[src/rtl/cn_lut_bank_sched.sv]
// cn_lut_bank_sched
// Bank-conflict scheduler for the four-port check-node LUT. A batch of four
// (page, bank) lookups is latched, issued to two dual-port banks at most two
// per bank per cycle, and the four results are returned together.
//
// state | meaning
// ------+-------------------------------------------------------------
// IDLE  | ready for a batch; req_ready=1
// ISSUE | granting pending lookups, up to two per bank per cycle
// WAIT  | all lookups issued; waiting for the last read data to return
// RESP  | result batch presented on rsp_A..D until rsp_ready
module cn_lut_bank_sched #(
    parameter int PAGE_W  = 5,
    parameter int DATA_W  = 3,
    parameter int RD_LAT  = 1,
    parameter int STALL_W = 16   // width of the saturating stall counter (1..16)
) (
    input  logic              sys_clk,
    input  logic              rst,
    input  logic              req_valid,
    output logic              req_ready,
    input  logic [PAGE_W-1:0] page_addr_A,
    input  logic [PAGE_W-1:0] page_addr_B,
    input  logic [PAGE_W-1:0] page_addr_C,
    input  logic [PAGE_W-1:0] page_addr_D,
    input  logic              bank_addr_A,
    input  logic              bank_addr_B,
    input  logic              bank_addr_C,
    input  logic              bank_addr_D,
    output logic              b0_en_0,
    output logic              b0_en_1,
    output logic              b1_en_0,
    output logic              b1_en_1,
    output logic [PAGE_W-1:0] b0_addr_0,
    output logic [PAGE_W-1:0] b0_addr_1,
    output logic [PAGE_W-1:0] b1_addr_0,
    output logic [PAGE_W-1:0] b1_addr_1,
    input  logic [DATA_W-1:0] b0_dout_0,
    input  logic [DATA_W-1:0] b0_dout_1,
    input  logic [DATA_W-1:0] b1_dout_0,
    input  logic [DATA_W-1:0] b1_dout_1,
    output logic              rsp_valid,
    input  logic              rsp_ready,
    output logic [DATA_W-1:0] rsp_A,
    output logic [DATA_W-1:0] rsp_B,
    output logic [DATA_W-1:0] rsp_C,
    output logic [DATA_W-1:0] rsp_D,
    output logic [15:0]       stall_cnt
);

    typedef enum logic [1:0] {
        IDLE  = 2'd0,
        ISSUE = 2'd1,
        WAIT  = 2'd2,
        RESP  = 2'd3
    } state_t;

    state_t              r_state;
    state_t              w_state_nxt;

    // latched batch; requester index 0..3 = A..D
    logic [PAGE_W-1:0]   r_page [4];
    logic [3:0]          r_bank;
    logic [3:0]          r_pend;
    logic [STALL_W-1:0]  r_stall;

    // tag delay line: per requester, valid plus the {bank, port} it was issued on
    logic [3:0]          r_tag_vld  [RD_LAT];
    logic [3:0]          r_tag_bank [RD_LAT];
    logic [3:0]          r_tag_port [RD_LAT];

    logic [DATA_W-1:0]   r_rsp [4];

    logic [3:0]          w_grant;
    logic [3:0]          w_gport;
    logic [1:0]          w_take;
    logic                w_en   [2][2];
    logic [PAGE_W-1:0]   w_addr [2][2];
    logic [DATA_W-1:0]   w_dout [2][2];
    logic [2:0]          w_n1;
    logic                w_conflict;
    logic                w_accept;
    logic                w_pipe_busy;

    assign w_dout[0][0] = b0_dout_0;
    assign w_dout[0][1] = b0_dout_1;
    assign w_dout[1][0] = b1_dout_0;
    assign w_dout[1][1] = b1_dout_1;

    assign w_accept   = (r_state == IDLE) && req_valid;

    // a batch needs two issue cycles unless the banks split exactly 2/2
    assign w_n1       = 3'(bank_addr_A) + 3'(bank_addr_B) + 3'(bank_addr_C) + 3'(bank_addr_D);
    assign w_conflict = (w_n1 != 3'd2);

    // per-bank grant: two lowest-indexed pending requesters, first to port 0
    always_comb begin
        w_grant = '0;
        w_gport = '0;
        w_take  = '0;
        for (int b = 0; b < 2; b++) begin
            w_en[b][0]   = 1'b0;
            w_en[b][1]   = 1'b0;
            w_addr[b][0] = '0;
            w_addr[b][1] = '0;
        end
        if (r_state == ISSUE) begin
            for (int b = 0; b < 2; b++) begin
                w_take = '0;
                for (int i = 0; i < 4; i++) begin
                    if (r_pend[i] && (r_bank[i] == 1'(b))) begin
                        if (!w_take[0]) begin
                            w_grant[i]   = 1'b1;
                            w_gport[i]   = 1'b0;
                            w_en[b][0]   = 1'b1;
                            w_addr[b][0] = r_page[i];
                            w_take[0]    = 1'b1;
                        end else if (!w_take[1]) begin
                            w_grant[i]   = 1'b1;
                            w_gport[i]   = 1'b1;
                            w_en[b][1]   = 1'b1;
                            w_addr[b][1] = r_page[i];
                            w_take[1]    = 1'b1;
                        end
                    end
                end
            end
        end
    end

    // tags still in flight beyond the one emerging this cycle
    always_comb begin
        w_pipe_busy = 1'b0;
        for (int s = 0; s < RD_LAT - 1; s++) begin
            if (|r_tag_vld[s]) begin
                w_pipe_busy = 1'b1;
            end
        end
    end

    // state register
    always_ff @(posedge sys_clk or posedge rst) begin
        if (rst) begin
            r_state <= IDLE;
        end else begin
            r_state <= w_state_nxt;
        end
    end

    // next-state logic
    always_comb begin
        w_state_nxt = r_state;
        case (r_state)
            IDLE:    if (req_valid) w_state_nxt = ISSUE;
            ISSUE:   if ((r_pend & ~w_grant) == 4'b0000) w_state_nxt = WAIT;
            WAIT:    if (!w_pipe_busy) w_state_nxt = RESP;
            RESP:    if (rsp_ready) w_state_nxt = IDLE;
            default: w_state_nxt = IDLE;
        endcase
    end

    // batch latch, pending mask and saturating stall counter
    always_ff @(posedge sys_clk or posedge rst) begin
        if (rst) begin
            for (int i = 0; i < 4; i++) begin
                r_page[i] <= '0;
            end
            r_bank  <= '0;
            r_pend  <= '0;
            r_stall <= '0;
        end else if (w_accept) begin
            r_page[0] <= page_addr_A;
            r_page[1] <= page_addr_B;
            r_page[2] <= page_addr_C;
            r_page[3] <= page_addr_D;
            r_bank    <= {bank_addr_D, bank_addr_C, bank_addr_B, bank_addr_A};
            r_pend    <= 4'b1111;
            if (w_conflict && (r_stall != {STALL_W{1'b1}})) begin
                r_stall <= r_stall + 1'b1;
            end
        end else if (r_state == ISSUE) begin
            r_pend <= r_pend & ~w_grant;
        end
    end

    // tag delay line matching the bank read latency
    always_ff @(posedge sys_clk or posedge rst) begin
        if (rst) begin
            for (int s = 0; s < RD_LAT; s++) begin
                r_tag_vld[s]  <= '0;
                r_tag_bank[s] <= '0;
                r_tag_port[s] <= '0;
            end
        end else begin
            r_tag_vld[0]  <= w_grant;
            r_tag_bank[0] <= r_bank;
            r_tag_port[0] <= w_gport;
            for (int s = 1; s < RD_LAT; s++) begin
                r_tag_vld[s]  <= r_tag_vld[s-1];
                r_tag_bank[s] <= r_tag_bank[s-1];
                r_tag_port[s] <= r_tag_port[s-1];
            end
        end
    end

    // capture read data into the requester slot named by the emerging tag
    always_ff @(posedge sys_clk or posedge rst) begin
        if (rst) begin
            for (int i = 0; i < 4; i++) begin
                r_rsp[i] <= '0;
            end
        end else begin
            for (int i = 0; i < 4; i++) begin
                if (r_tag_vld[RD_LAT-1][i]) begin
                    r_rsp[i] <= w_dout[r_tag_bank[RD_LAT-1][i]][r_tag_port[RD_LAT-1][i]];
                end
            end
        end
    end

    assign req_ready = (r_state == IDLE);
    assign rsp_valid = (r_state == RESP);

    assign b0_en_0   = w_en[0][0];
    assign b0_en_1   = w_en[0][1];
    assign b1_en_0   = w_en[1][0];
    assign b1_en_1   = w_en[1][1];
    assign b0_addr_0 = w_addr[0][0];
    assign b0_addr_1 = w_addr[0][1];
    assign b1_addr_0 = w_addr[1][0];
    assign b1_addr_1 = w_addr[1][1];

    assign rsp_A     = r_rsp[0];
    assign rsp_B     = r_rsp[1];
    assign rsp_C     = r_rsp[2];
    assign rsp_D     = r_rsp[3];

    assign stall_cnt = 16'(r_stall);

endmodule

[config.mk]
export PLATFORM = sky130hd
export DESIGN_NAME = cn_lut_bank_sched
export DESIGN_NICKNAME = d
export VERILOG_FILES = /design/src/rtl/cn_lut_bank_sched.sv
export SDC_FILE = /design/constraint.sdc
export NUM_CORES = 1
export LEC_CHECK = 0
export BUFFER_PORTS_ARGS = -buffer_cell sky130_fd_sc_hd__buf_2
export CORE_MARGIN = 4
export CORE_UTILIZATION = 30
export DETAILED_ROUTE_END_ITERATION = 8
export PLACE_DENSITY = 0.49
export SKIP_LAST_GASP = 1
export SYNTH_ARGS = -nofsm -noshare
export SYNTH_HDL_FRONTEND = slang
export SYNTH_SLANG_ARGS = --single-unit
[constraint.sdc]
create_clock -name sys_clk -period 2.8 [get_ports sys_clk]
set_input_delay 0.42 -clock sys_clk [delete_from_list [all_inputs] [get_ports sys_clk]]
set_output_delay 0.42 -clock sys_clk [all_outputs]
set_load 0.02 [all_outputs]
**Word level (Yosys, flattened, before mapping)**

Cells that the tools add are included.

- Register bits after elaboration: 70
- Input bits: 40
- Output and inout bits: 54
- Logic and storage cells: 201

- Add/subtract/negate cells: 4
- $lt $le $gt $ge: 8
- Equality and inequality tests: 8
- Multiplexer cells: 137
- Bitwise operators: 14
- Reductions and logical operators: 15

Operator list:

| operator | number |
|---|---|
| $mux W5 | 18 |
| $mux W10 | 8 |
| $mux W6 | 12 |
| $mux W1 | 59 |
| $mux W2 | 21 |
| $mux W3 | 12 |
| $mux W20 | 1 |
| $mux W4 | 5 |
| $add A16 B1 Y16 const B | 1 |
| $ge A2 B2 Y1 const B | 8 |
| $ne A16 B16 Y1 const B | 1 |
| $not A1 Y2 | 8 |
| $logic_and A1 B1 Y1 | 10 |
| $pmux W2 S4 | 1 |
| $and A4 B4 Y4 | 1 |
| $eq A2 B2 Y1 const B | 2 |
| $logic_not A4 Y1 | 1 |
| $ne A2 B2 Y1 const B | 2 |
| $not A1 Y1 | 4 |
| $not A4 Y4 | 1 |
| $add A2 B1 Y3 | 1 |
| $add A3 B1 Y3 | 1 |
| $ne A3 B2 Y1 const B | 1 |
| $reduce_and A3 Y1 | 1 |
| other kinds (6) | 6 |

**Depth between registers and ports, before layout**

Gate-level depths: netlist (run 1).

- Word-level depth: 22
- Gate-level depth with buffers: 8
- Gate-level depth less buffers: 8

**Least setup slack after synthesis (run 1)**

No wires, ideal clock.

- Path type: in2reg
- Start point: input bank_addr_A
- End point: register r_stall[9] (netlist: stall_cnt[9])
- Setup time: 0.129 ns
- Data arrival time: 2.484 ns
- Data required time: 2.671 ns
- Setup slack: 0.186 ns
- Cell stages on the path: 8
- Buffers on the path: 0
- Cells stage by stage: fa_1 -> ha_1 -> ha_1 -> nor3b_1 -> or4_1 -> nor3_2 -> nand4_1 -> xnor2_1

- Cells in the longest elaborated chain, start to end: 6

Ends and longest elaborated chain:

| what | RTL line | text |
|---|---|---|
| start, declared | 26 | `input logic bank_addr_A,` |
| $add A1 B1 Y2 | 93 | `assign w_n1 = 3'(bank_addr_A) + 3'(bank_addr_B) + 3'(bank_addr_C) + 3'(bank_addr_D);` |
| $add A2 B1 Y3 | 93 |  |
| $add A3 B1 Y3 | 93 |  |
| $ne A3 B2 Y1 | 94 | `assign w_conflict = (w_n1 != 3'd2);` |
| $logic_and A1 B1 Y1 | 178 | `if (w_conflict && (r_stall != {STALL_W{1'b1}})) begin` |
| $reduce_and A2 Y1 (no source line) | -- |  |
| end signal, assigned | 179 | `r_stall <= r_stall + 1'b1;` |
| end, declared | 65 | `logic [STALL_W-1:0] r_stall;` |

No other way between the ends.
A chain may end at the register's enable or synchronous reset.

**Worst setup path after layout (run 1)**

- Start point: register r_bank[2]
- End point: output b0_addr_1[1]

- Cells in the longest elaborated chain, start to end: 8
- Elaborated cells on any way between the ends: 9
- Those cells by class: mux (7); bitwise (1); reduce/logical (1)

Ends and longest elaborated chain:

| what | RTL line | text |
|---|---|---|
| start, declared | 63 | `logic [3:0] r_bank;` |
| start signal, assigned | 176 | `r_bank <= {bank_addr_D, bank_addr_C, bank_addr_B, bank_addr_A};` |
| $not A1 Y1 (*) | 111 | `if (r_pend[i] && (r_bank[i] == 1'(b))) begin` |
| $logic_and A1 B1 Y1 (*) | 111 |  |
| $mux W2 | 111 |  |
| $mux W2 | 107 | `if (r_state == ISSUE) begin` |
| $mux W5 | 118 | `end else if (!w_take[1]) begin` |
| $mux W5 | 112 | `if (!w_take[0]) begin` |
| $mux W10 (*) | 111 |  |
| $mux W20 (*) | 107 |  |
| end, declared | 35 | `output logic [PAGE_W-1:0] b0_addr_1,` |

Every way passes the cells marked *; elsewhere a longest branch is shown, timed or not. The select of a mux whose other input is x is not followed.

==> results of run 1 <==
power groups by stage:
stage                     registers, mW  clock network (mW)  logic [mW]
after floorplan                    1.88                   0        1.75
after global placement             1.89                   0        2.46
after detailed placement           1.90                   0        2.49
after CTS                          1.89                1.24        2.50
after global routing               1.97                1.29        2.78
final                              1.89                1.20        2.53
critical path, delay by kind of cell (launching register included):
kind | cells | cell delay, ns
buffers and inverters | 1 | 0.18
AND/OR/NAND/NOR | 2 | 0.46
AO/OA/AOI/OAI | 2 | 0.56
flip-flops | 1 | 0.50
XOR/XNOR | 1 | 0.18
layout make-up:
type	instances	area (µm²)
repair buffers	109	598
well taps	168	210
clock buffers	9	225
multi-input cells	266	1980
fillers	1285	7350
flip-flops and latches	69	1730
inverters	10	37.5
clock inverters	7	90.1
registers in the layout, summed over array words and instances, names as in the netlist:
name        count
stall_cnt      16
rsp_D           3
rsp_B           3
r_tag_port      3
r_tag_bank      4
rsp_A           3
r_bank          4
r_state         2
rsp_C           3
r_pend          4
r_page         20
r_tag_vld       4
what timing repair did:
action | in CTS | in global routing
setup endpoints to repair | 0 | 6
buffers inserted | 0 | 1
resized for setup | 0 | 5
path summary, 6_finish.rpt:
path / depth (start not counted) / slack, ns / start / endpoint
worst max-delay path: 6 / 0.16 / r_bank[2] / b0_addr_1[1]
worst min-delay path: 2 / 0.07 / rst / stall_cnt[10]
worst max register to register: 7 / 0.56 / r_state[0] / stall_cnt[15]
worst min register to register: 1 / 0.50 / rsp_B[1] / rsp_B[1]
max in group asynchronous: 3 / 2.12 / rst / r_page[10]
min in group sys_clk: 2 / 0.31 / page_addr_C[4] / r_page[9]
logic make-up (layout without fill, tap and decap cells):
family / after synthesis / after routing
adder cells (fa/ha/maj): 9 / 9
buffers and inverters: 25 / 135
multiplexers: 50 / 50
AO/OA/AOI/OAI: 73 / 73
AND/OR/NAND/NOR: 119 / 119
flip-flops: 69 / 69
XOR/XNOR: 15 / 15
layout by cell type (no fill, tap or decap), types with 8 or more instances in the layout:
master,n
dfrtp_1,69
buf_2,93
mux4_2,9
buf_4,15
nand2_1,48
a21oi_1,23
mux2_2,33
nor2_1,33
inv_1,8
clkbuf_16,9
a221o_1,10
o21ai_0,15
xnor2_1,9
metal layers:
layer / wire length, µm / part of all wire [%] / vias to the layer above / track usage [%]
li1: - / - / 1530 / -
met1: 4670 / 45 / 1576 / 19.1
met2: 4870 / 47 / 106 / 24.1
met3: 670 / 6.4 / 14 / 4.63
met4: 182 / 1.7 / 0 / 4.89
met5: 0 / 0 / - / 0
stage by stage:
step                      util [%]  std cells  setup slack (ns)  setup TNS (ns)
final                         39.8        638             0.159               0
after global routing          39.8        638           0.00537               0
after CTS                     39.6        637            0.0298               0
after detailed placement      37.0        621           -0.0774          -0.219
after global placement        37.0        621           -0.0372         -0.0740
after floorplan                  -        360             0.186               0
==> results.md, run 1 <==
* Outcome: complete, no violations
* Max_cap viols at 0
* Crit path kind: reg2out
* Worst setup EP type: primary output
* Async S/R FF share, synth at 100%
* Post-synth top cells: dfrtp_1, nand2_1, mux2_2, nor2_1, a21oi_1
* Number of library cell types mapped by synthesis at 46
* Placed Instance Area at 0.00452 mm²
* Share of post-route cells with drive strength above 1 at 38.3%
* Fmax at 379 MHz
* DRT Pass-1 Iters at 5
* Internal power at 3.31 mW
* Area contributors post-synth: dfrtp_1, mux2_2, mux4_2
* Logic pwr share at 45.0%
* Post-synthesis cell count at 360
* Num CTS Buffers at 9
* Fraction of power consumed by sequential logic at 33.6%
* Die X at 121 µm
* Synth Area in Simple Gates at 14.0%
* WHS at 0.0699 ns
* Critical Path RT at 2.38 ns
* Largest net degree at the start of global routing at 54
* Cts hold-fix bufs at 0
* First-pass GRT wire length at 17000 µm
* Total global-route track usage at 14.9%
* Port bufs at 93
* TritonCTS clock tree: done
* Main combinational cell family by area after synthesis: multiplexers
* Pins Over Slew Limit at 0
* ANT nets after route at 0
* Clk Latency, worst-skew pair at 0.34 ns
* Initial antenna violation count at 0
* RSZ-0062 raised after global routing: no
* Num rows at 40
* Yosys warning total at 0
* Register area share after synthesis at 45.3%
* Sw frac at 41.0%
* Synth area leader: dfrtp_1
* Clock share of power at 21.4%
* Area Growth Syn to Fin at 27.7%
* Worst-margin pin slew at 0.600 ns
* Post-synth EDFFs at 0
* Mux contribution to synthesized area at 17.3%
* Die area at 0.0146 mm²
* Final wirelength at 10400 µm
* Most frequent cell after synthesis: dfrtp_1
* Cell Pwr Density at 1160 mW/mm²
* CP arrival at 2.22 ns
* Crit share post-route at 94.3%
* Via density at 5.06
* DP Wirelength at 7880 µm
* Clk root buf: clkbuf_16
* CP max stage delay at 0.50 ns
* CTS max path bufs at 2
* Htree depth at 3
* Avg WL per Cell at 16.3 µm
* Ports at 94
* Post-synthesis net count at 408
* Grt total ovfl at 0
* Post-route cell area at 0.00486 mm²
* Post-Synth Adder-Cell Area at 3.12%
* Antenna diodes at 0
* Xor and xnor area share after synthesis at 3.45%
* Final setup fails at 0
* Total Power at 5.62 mW
* Switching power at 2.30 mW
* Pleak at 2.18 nW
* Max Clock Skew at 0.00719 ns
* Seq cells post-synth at 69
* Starting Density at 31.2%
* Worst-path cell chain: nand2b_2, xnor2_2, a211oi_4, a222oi_1, nor2_1, buf_2
* Worst hold path class: in2async
* Slowest CP cell: dfrtp_1
* Primary FF master, synth: dfrtp_1
* Reg clk slew, reported paths at 0.06 ns
* Nets at 513
* Placer's final routability congestion estimate at 0.869
* Max VDD drop at 0.463 mV
* Vias at 3226
* Synth Area in Compound Gates at 13.4%
* Min Clock Period, post-route at 2.64 ns
* Iter 0 DRT Violations at 247
* Largest fanout on the critical path at 10
* Core area at 0.0122 mm²
* Max_slew headroom at 59.6%
* Post-synthesis cell area at 0.00381 mm²
* DRC Markers at 0
* Startpoint Class: flop
* Number of global-route vias before repair at 3254
* Die H at 121 µm
* Final hold violation count at 0
* Clock sinks at 69
* Syn avg cell area at 10.6 µm²
* Yosys top cell area share at 45.3%
No activity file was read; power rests on OpenSTA's default activity.
==> inputs of run 2 (changes only) <==
CTS_BUF_LIST = sky130_fd_sc_hd__clkbuf_4 sky130_fd_sc_hd__clkbuf_8 sky130_fd_sc_hd__clkbuf_16   (was not set)
clock period = 2.91 ns   (was 2.8 ns; I/O delays follow)
==> run 2 against run 1 <==
  * Final cell count is 0.47% lower
  * Wire length is 0.55% higher
  * Sequential share of layout area increased by 0.30 points
  * Critical endpoint is now b0_addr_1[2]
  * Largest cell class unchanged
  * Highest routed layer unchanged
==> results.md, run 2 (synthesis results as in run 1) <==
* Outcome: complete, no violations
* Crit path kind: reg2out
* Internal power at 3.22 mW (-2.8%)
* Number of fill cells in the layout at 1257 (-2.2%)
* Pleak at 2.17 nW (-0.50%)
* Non-filler cells, final at 635 (-0.47%)
* Top Usage Layer GRT: met2
* Core area at 0.0122 mm² (unchanged)
* Antenna diodes at 0 (unchanged)
* Starting Density at 31.2% (unchanged)
* Max_slew headroom at 57.1% (-2.6 points)
* Critical Path RT at 2.47 ns (+0.09 ns)
* Num rows at 40 (unchanged)
* Min Clock Period, post-route at 2.70 ns
* Multi-input gate area at 0.00195 mm² (-1.1%)
* Sw frac at 40.3% (-0.69 points)
* Final wirelength at 10500 µm (+0.55%)
* TritonCTS clock tree: done
* Clk root buf: clkbuf_16
* CTS max path bufs at 2 (unchanged)
* Cell Pwr Density at 1120 mW/mm² (-3.1%)
* Fraction of power consumed by sequential logic at 33.2% (-0.4 points)
* Ports at 94 (unchanged)
* Setup TNS at 0 ns (unchanged)
* Port bufs at 93 (unchanged)
* Crit share post-route at 92.7%
* Clk Latency, worst-skew pair at 0.33 ns (about the same)
* RSZ-0062 raised after global routing: no
* Worst setup EP type: primary output
* Most frequent cells in the layout: buf_2, dfrtp_1, nand2_1, mux2_2, nor2_1
* Grt total ovfl at 0 (unchanged)
* CP arrival at 2.26 ns (+0.04 ns)
* Placed cells at 618 (-0.48%)
* Pins Over Slew Limit at 0 (unchanged)
* DRT Pass-1 Iters at 6 (+1)
* Reg clk slew, reported paths at 0.06 ns (about the same)
* Avg WL per Cell at 16.5 µm (+1.0%)
* DP Wirelength at 8040 µm (+2.1%)
* Logic pwr share at 44.7% (-0.3 points)
* Die area at 0.0146 mm² (unchanged)
* CP max stage delay at 0.46 ns (-0.04 ns)
* Max reg flops at 20 (unchanged)
* Placer's final routability congestion estimate at 0.867 (-0.20%)
* Number of global-route vias before repair at 3212 (-1.3%)
* Vias at 3213 (-0.40%)
* Clock share of power at 22.1% (+0.7 points)
* Post-route cell area at 0.00482 mm² (-0.85%)
* Grt met1 use at 19.7% (+0.68 points)
* Share of post-route cells with drive strength above 1 at 37.0% (-1.3 points)
* WHS at 0.189 ns (+0.119 ns)
* Via density at 5.06 (about the same)
* First-pass GRT wire length at 17100 µm (+0.65%)
* Fmax at 371 MHz
* Final hold violation count at 0 (unchanged)
* Nets at 510 (-0.58%)
* Iter 0 DRT Violations at 256 (+3.6%)
* Slowest CP cell: dfrtp_1
* Cts hold-fix bufs at 0 (unchanged)
* Max Clock Skew at 0.00806 ns (+0.000873 ns)
* Worst-path cell chain: nand2b_1, xnor2_1, a211oi_2, buf_4, a222oi_1, nor2_1, buf_2
* Clock sinks at 69 (unchanged)
* Commonest non-fill, non-tap cell in the layout: buf_2
* Htree depth at 3 (unchanged)
* Die H at 121 µm (unchanged)
* Met3 usage at 3.46% (-1.2 points)
* M2 GR Usage at 24.3% (+0.21 points)
* ANT nets after route at 0 (unchanged)
* Worst reg2reg setup slack at 0.51 ns (-0.05 ns)
* Final setup fails at 0 (unchanged)
* Reg area at 0.00173 mm² (unchanged)
* Cts repair resizes at 0 (unchanged)
* Largest net degree at the start of global routing at 30 (-44%)
* Placed Instance Area at 0.00448 mm² (-0.78%)
* Max VDD drop at 0.361 mV (-22%)
* Largest reg by FF count: r_page
* Area Growth Syn to Fin at 26.6%
* Total global-route track usage at 15.0% (+0.11 points)
* DRC Markers at 0 (unchanged)
* Largest fanout on the critical path at 11 (+1)
* Worst hold path class: in2async
* Max_cap viols at 0 (unchanged)
* Num CTS Buffers at 9 (unchanged)
* Initial antenna violation count at 0 (unchanged)
* Die X at 121 µm (unchanged)
* Switching power at 2.18 mW (-5.5%)
* Worst-margin pin slew at 0.643 ns (+0.0432 ns)
* Startpoint Class: flop
==> run 2: worst max-delay path, delay by kind of cell (launching register included) <==
family | cells | cell delay (ns)
compound gates | 2 | 0.48
xor+xnor | 1 | 0.28
buf+inv | 2 | 0.33
flops | 1 | 0.46
simple gates | 2 | 0.38
==> run 2: path summary, 6_finish.rpt <==
kind,startpoint,endpoint,cells after the start
worst min-delay path,rst,rsp_A[2],2
worst max register to register,r_state[0],stall_cnt[15],7
min in group sys_clk,page_addr_D[4],r_page[4],2
worst min register to register,rsp_C[2],rsp_C[2],1
max in group asynchronous,rst,r_page[10],3
worst max-delay path,r_pend[0],b0_addr_1[2],7
==> run 2: what timing repair did <==
item	in CTS	in global routing
hold endpoints to repair	0	0
endpoints found under the setup margin	0	4
buffers inserted	0	1
==> run 2: per-stage QoR <==
step	worst slack, ns	util (%)	total power, mW
floorplan	0.280	-	3.49
global placement	0.0451	36.7	4.19
detailed placement	-0.00409	36.7	4.23
CTS	0.144	39.4	5.45
global route	0.0443	39.5	5.80
finish	0.211	39.5	5.40
==> run 2: area by class of cell <==
cell class	count	share of cell area [%]
Sequential cell	69	35.8
Clock inverter	4	1.45
Tap cell	168	4.36
Inverter	10	0.778
Timing Repair Buffer	106	11.7
Clock buffer	12	5.40
Multi-Input combinational cell	266	40.5
==> run 2: metal layers <==
metal / wire length [µm] / up-vias / share of wire, %
met5: 0 / - / 0
met4: 199 / 0 / 1.9
met3: 575 / 18 / 5.5
met2: 4950 / 114 / 47
met1: 4740 / 1559 / 45
li1: - / 1522 / -
==> run 2: power by group through the flow <==
stage	clock, mW	combinational, mW	sequential [mW]
after floorplan	0	1.68	1.81
after global placement	0	2.39	1.80
after detailed placement	0	2.41	1.81
after CTS	1.23	2.43	1.80
after global routing	1.27	2.65	1.88
final	1.19	2.41	1.79
